<file path="src/rtl/uart_pkg.sv">
// Shared UART definitions: FSM state encoding and frame constants.
// Used by both the receive and transmit sides.
package uart_pkg;

    typedef enum logic [2:0] {
        IDLE   = 3'd0,
        START  = 3'd1,
        DATA   = 3'd2,
        PARITY = 3'd3,
        STOP   = 3'd4
    } uart_state_t;

    localparam int DEFAULT_CLKS_PER_BIT = 8;
    localparam int DATA_BITS            = 8;

endpackage

</file>
<file path="src/rtl/uart_rx_sync.sv">
// Two-flop synchroniser for a single asynchronous level.
// Resets to 1 so an idle-high serial line does not present a false edge.
module uart_rx_sync (
    input  logic clk,
    input  logic reset_n,
    input  logic i_async,
    output logic o_sync
);

    logic [1:0] r_ff;

    // Shift the async input through two flops to settle metastability
    always_ff @(posedge clk or negedge reset_n) begin
        if (!reset_n) r_ff <= 2'b11;
        else          r_ff <= {r_ff[0], i_async};
    end

    assign o_sync = r_ff[1];

endmodule

</file>
<file path="src/rtl/uart_rx.sv">
// UART receiver, 8 data bits, LSB first, 1 stop bit, idle-high line.
// Optional even-parity bit between data and stop: define UART_RX_PARITY_EN.
// Each byte is sampled at mid-bit; data holds the last good byte, valid and
// frame_err are single-cycle strobes.
module uart_rx
    import uart_pkg::*;
#(
    parameter int CLKS_PER_BIT = DEFAULT_CLKS_PER_BIT
) (
    input  logic       clk,
    input  logic       reset_n,
    input  logic       rx_pin,
    output logic [7:0] data,
    output logic       valid,
    output logic       frame_err,
`ifdef UART_RX_PARITY_EN
    output logic       parity_err,
`endif
    output logic       busy
);

    localparam int TW = $clog2(256);
    localparam logic [TW-1:0] HALF_LAST = TW'(CLKS_PER_BIT / 2 - 1);
    localparam logic [TW-1:0] FULL_LAST = TW'(CLKS_PER_BIT - 1);
    localparam logic [2:0]    IDX_LAST  = 3'(DATA_BITS - 1);

    uart_state_t          r_state, w_state_nxt;
    logic [TW-1:0]        r_timer, w_timer_nxt;
    logic [2:0]           r_idx, w_idx_nxt;
    logic [DATA_BITS-1:0] r_shift, w_shift_nxt;
    logic [DATA_BITS-1:0] r_data, w_data_nxt;
    logic                 r_valid, w_valid_nxt;
    logic                 r_ferr, w_ferr_nxt;
    logic                 r_rx_prev;
    logic                 w_rx_s;
`ifdef UART_RX_PARITY_EN
    logic                 r_par, w_par_nxt;
    logic                 r_perr, w_perr_nxt;
`endif

    uart_rx_sync u_sync (
        .clk     (clk),
        .reset_n (reset_n),
        .i_async (rx_pin),
        .o_sync  (w_rx_s)
    );

    // Delayed copy of the synchronised line for falling-edge detection
    always_ff @(posedge clk or negedge reset_n) begin
        if (!reset_n) r_rx_prev <= 1'b1;
        else          r_rx_prev <= w_rx_s;
    end

    // State and datapath registers
    always_ff @(posedge clk or negedge reset_n) begin
        if (!reset_n) begin
            r_state <= IDLE;
            r_timer <= '0;
            r_idx   <= '0;
            r_shift <= '0;
            r_data  <= '0;
            r_valid <= 1'b0;
            r_ferr  <= 1'b0;
`ifdef UART_RX_PARITY_EN
            r_par   <= 1'b0;
            r_perr  <= 1'b0;
`endif
        end else begin
            r_state <= w_state_nxt;
            r_timer <= w_timer_nxt;
            r_idx   <= w_idx_nxt;
            r_shift <= w_shift_nxt;
            r_data  <= w_data_nxt;
            r_valid <= w_valid_nxt;
            r_ferr  <= w_ferr_nxt;
`ifdef UART_RX_PARITY_EN
            r_par   <= w_par_nxt;
            r_perr  <= w_perr_nxt;
`endif
        end
    end

    // Next-state and datapath update; strobes default low every cycle
    always_comb begin
        w_state_nxt = r_state;
        w_timer_nxt = r_timer + 1'b1;
        w_idx_nxt   = r_idx;
        w_shift_nxt = r_shift;
        w_data_nxt  = r_data;
        w_valid_nxt = 1'b0;
        w_ferr_nxt  = 1'b0;
`ifdef UART_RX_PARITY_EN
        w_par_nxt   = r_par;
        w_perr_nxt  = 1'b0;
`endif
        case (r_state)
            IDLE: begin
                w_timer_nxt = '0;
                // Edge, not level: a line stuck low never restarts reception
                if (r_rx_prev && !w_rx_s) w_state_nxt = START;
            end
            START: begin
                if (r_timer == HALF_LAST) begin
                    w_timer_nxt = '0;
                    w_idx_nxt   = '0;
                    // High at mid start bit means it was a glitch
                    w_state_nxt = w_rx_s ? IDLE : DATA;
                end
            end
            DATA: begin
                if (r_timer == FULL_LAST) begin
                    w_timer_nxt        = '0;
                    w_shift_nxt[r_idx] = w_rx_s;
                    w_idx_nxt          = r_idx + 1'b1;
                    if (r_idx == IDX_LAST) begin
`ifdef UART_RX_PARITY_EN
                        w_state_nxt = PARITY;
`else
                        w_state_nxt = STOP;
`endif
                    end
                end
            end
`ifdef UART_RX_PARITY_EN
            PARITY: begin
                if (r_timer == FULL_LAST) begin
                    w_timer_nxt = '0;
                    w_par_nxt   = w_rx_s;
                    w_state_nxt = STOP;
                end
            end
`endif
            STOP: begin
                // Leave at mid-stop so a start bit right after the stop bit is caught
                if (r_timer == FULL_LAST) begin
                    w_timer_nxt = '0;
                    w_state_nxt = IDLE;
                    if (w_rx_s) begin
                        w_data_nxt  = r_shift;
                        w_valid_nxt = 1'b1;
`ifdef UART_RX_PARITY_EN
                        // Even parity: data bits plus parity bit have an even count of ones
                        w_perr_nxt  = (^r_shift) ^ r_par;
`endif
                    end else begin
                        w_ferr_nxt = 1'b1;
                    end
                end
            end
            default: begin
                w_state_nxt = IDLE;
                w_timer_nxt = '0;
            end
        endcase
    end

    assign data       = r_data;
    assign valid      = r_valid;
    assign frame_err  = r_ferr;
`ifdef UART_RX_PARITY_EN
    assign parity_err = r_perr;
`endif
    assign busy       = (r_state != IDLE);

endmodule

</file>
<file path="config.mk">
export PLATFORM = sky130hd
export DESIGN_NAME = uart_rx
export DESIGN_NICKNAME = d
export VERILOG_FILES = /design/src/rtl/uart_pkg.sv /design/src/rtl/uart_rx_sync.sv /design/src/rtl/uart_rx.sv
export SDC_FILE = /design/constraint.sdc
export NUM_CORES = 1
export LEC_CHECK = 0
export ABC_CLOCK_PERIOD_IN_PS = 2330
export CORE_ASPECT_RATIO = 0.5
export CORE_MARGIN = 2
export CORE_UTILIZATION = 39
export DETAILED_ROUTE_END_ITERATION = 8
export SETUP_SLACK_MARGIN = 0.5
export SYNTH_ARGS = -nofsm -noshare
export SYNTH_HDL_FRONTEND = slang
export SYNTH_SLANG_ARGS = --single-unit
</file>
<file path="constraint.sdc">
create_clock -name clk -period 2.33 [get_ports clk]
set_input_delay 0.699 -clock clk [delete_from_list [all_inputs] [get_ports clk]]
set_output_delay 0.699 -clock clk [all_outputs]
set_load 0.005 [all_outputs]
</file>
==> metrics.yaml <==
fin_setup_tns_ns: 0
grt_first_pass_wirelength_um: 5820
synth-edff-count: 0
sw_frac_of_total: 0.296
overflow: 0
dieArea_mm2: 0.00488
cts_max_level: 2
drtAntennaViolNets: 0
hold_viol: 0
io_buffers: 13
p_switching_w: 0.000403
num_rows: 16
antenna_found_initial: 0
critPathTopFamily: "simple AND/OR/NAND/NOR gates"
fillers: 366
required_ns: 2.51
status: "finished, final reports clean"
synth_area_per_cell_um2: 11.8
yosysWarnings: 0
power.density_mw_per_mm2: 648
netlist_instances: 142
path_buf_inv: 2
insertion_delay_ns: 0.29
fin_skew_ns: 0.00676
setup_viol: 0
seqPwrFrac: 0.491
cts.path.max_buffers: 2
pwr-share-comb: 0.196
die_h_um: 50.4
ios: 14
clock_power_share: 0.313
post_drt_wl_per_cell_um: 13.7
cap_viol_max_count: 0
slowest_delay_ns: 0.43
hold_path.class: "register to register"
cp_cell_sequence: "buf_8 -> or3b_4 -> nor3_4 -> buf_6 -> and4bb_1 -> mux2_4"
worst_pin_slew_ns: 0.431
syn_to_final_growth_pct: 25.2
worst_ep_arrival_time_ns: 2.10
die-width_um: 96.8
rsz0062_at_grt: "yes"
path_class: "register to register"
r2r-start: "r_state[2]"
p_int_w: 0.000958
cts_num_sinks: 35
synth_area_leaders: "dfrtp_1 (48%), mux2_1 (5.4%), mux2_2 (5.4%)"
p_leak_nw: 1.07
root_buffer: "clkbuf_8"
path_max_fanout: 7
hold_start: "u_sync.r_ff[0]"
drc: 0
synth_ff_type: "dfrtp_1"
ys_seq_area_frac: 0.524
firstDrtPassIters: 4
synth_top_area_share: 0.477
routabilityCongestion: 0.836
cp-end-kind: "register"
track_usage: 0.153
synth_top_area_cell: "dfrtp_1"
peakVddDrop_mv: 0.254
timing.final.crit_share: 0.826
drv_slew: 0
start_util: 0.417
grt_max_degree: 36
cp.depth: 6
clk_pin_slew_ns: 0.07
slew_headroom: 0.710
grt_pass1_vias: 1201
core_area_mm2: 0.00402
power_w: 0.00136
drt-initial-drc-count: 43
synthTopCellsByCount: "dfrtp_1 (32), nor2_1 (15), mux2_1 (8), mux2_2 (8), nand3_1 (6)"
yosysUniqueCellTypes: 45
cts_tree: "yes"
async_flop_share: 1.00
synth_area_mm2: 0.00168
vias: 1204
critPathLaunch: "r_state[2]"
final_layout_size_suffix_gt1_frac: 0.328
synth-seq-cells: 35
rr_worst_depth: 6
ctsHoldBuffers: 0
synth_most_common_cell: "dfrtp_1"
dp_hpwl_um: 1900
syn_nets: 148
fmax_mhz: 520
routed_wirelength_um: 3120
via_per_inst: 5.28
cts_buffers: 5
final_net_count: 179
holdPathStages: 0
fin_crit_ns: 1.92
diodes: 0
start_kind: "register"
slowest_stage: "or3b_4"
area by class of cell:
type / count / area, um2 / share of cell area
sequential: 35 / 885 / 0.421
multi-input combinational: 97 / 790 / 0.376
timing repair buffer: 31 / 264 / 0.126
clock buffer: 6 / 72.6 / 0.0345
tap: 54 / 67.6 / 0.0321
clock inverter: 2 / 12.5 / 0.00595
inverter: 3 / 11.3 / 0.00536
placed cells by master, fill, tap and decap left out, types with 4 or more instances in the layout:
| cell | count |
|---|---|
| mux2_1 | 4 |
| nand2_1 | 5 |
| mux2_2 | 8 |
| dlygate4sd2_1 | 8 |
| nand3_1 | 6 |
| nor2_1 | 15 |
| clkbuf_8 | 5 |
| a22o_1 | 4 |
| nor3_1 | 5 |
| nand4b_1 | 4 |
| dfrtp_1 | 28 |
| dfrtp_2 | 4 |
| mux2_4 | 4 |
| buf_4 | 15 |
state kept, by name, summed over array words and instances (netlist names):
register and count:
data 8, r_shift 8, r_timer 8, r_idx 3
r_state 3, u_sync.r_ff 2, frame_err 1, r_rx_prev 1
valid 1
power by group through the flow:
stage | combinational, W | clock, W | sequential [W]
after floorplan | 0.000174 | 0 | 0.000665
after global placement | 0.000206 | 0 | 0.000695
after detailed placement | 0.000206 | 0 | 0.000697
after CTS | 0.000267 | 0.000443 | 0.000668
after global routing | 0.000306 | 0.000475 | 0.000674
final | 0.000267 | 0.000426 | 0.000668
worst paths after layout:
| path | endpoint | slack (ns) |
|---|---|---|
| max in group asynchronous | r_timer[3] | 1.17 |
| min in group asynchronous | frame_err | 0.82 |
| min reg2reg | u_sync.r_ff[1] | 0.36 |
| max reg2reg | r_shift[1] | 0.41 |
| max | r_shift[1] | 0.41 |
| min | u_sync.r_ff[1] | 0.36 |
kinds of logic after synthesis:
group | Yosys count | share of synthesized area
buffers and inverters | 10 | 0.0350
AOI/OAI and AO/OA | 14 | 0.0626
muxes | 16 | 0.107
xor gates and xnor gates | 6 | 0.0313
adders and majority gates | 3 | 0.0224
DFF | 35 | 0.524
and+or+nand+nor | 58 | 0.218
what timing repair did:
action,CTS,global route
gates cloned,0,0
pin swaps,2,2
endpoints found under the hold margin,0,0
endpoints found under the setup margin,32,21
resized for setup,22,7
setup buffers,10,4
stage by stage:
step / hold WS (ns) / instances / instance area (um2) / worst slack (ns) / utilization
floorplan: 0.345 / 142 / 1690 / 0.386 / -
global placement: 0.346 / 206 / 1870 / 0.307 / 0.464
detailed placement: 0.347 / 206 / 1870 / 0.256 / 0.464
CTS: 0.357 / 224 / 2060 / 0.363 / 0.512
global route: 0.360 / 228 / 2100 / 0.334 / 0.522
finish: 0.356 / 228 / 2100 / 0.406 / 0.522
per-layer routing:
layer	routed length (um)	up-vias	track usage
met5	0	-	0
met2	1360	29	0.237
met4	57	0	0.0704
met3	136	7	0.0474
li1	-	582	-
met1	1560	586	0.199
(Power assumes the default switching activity.)
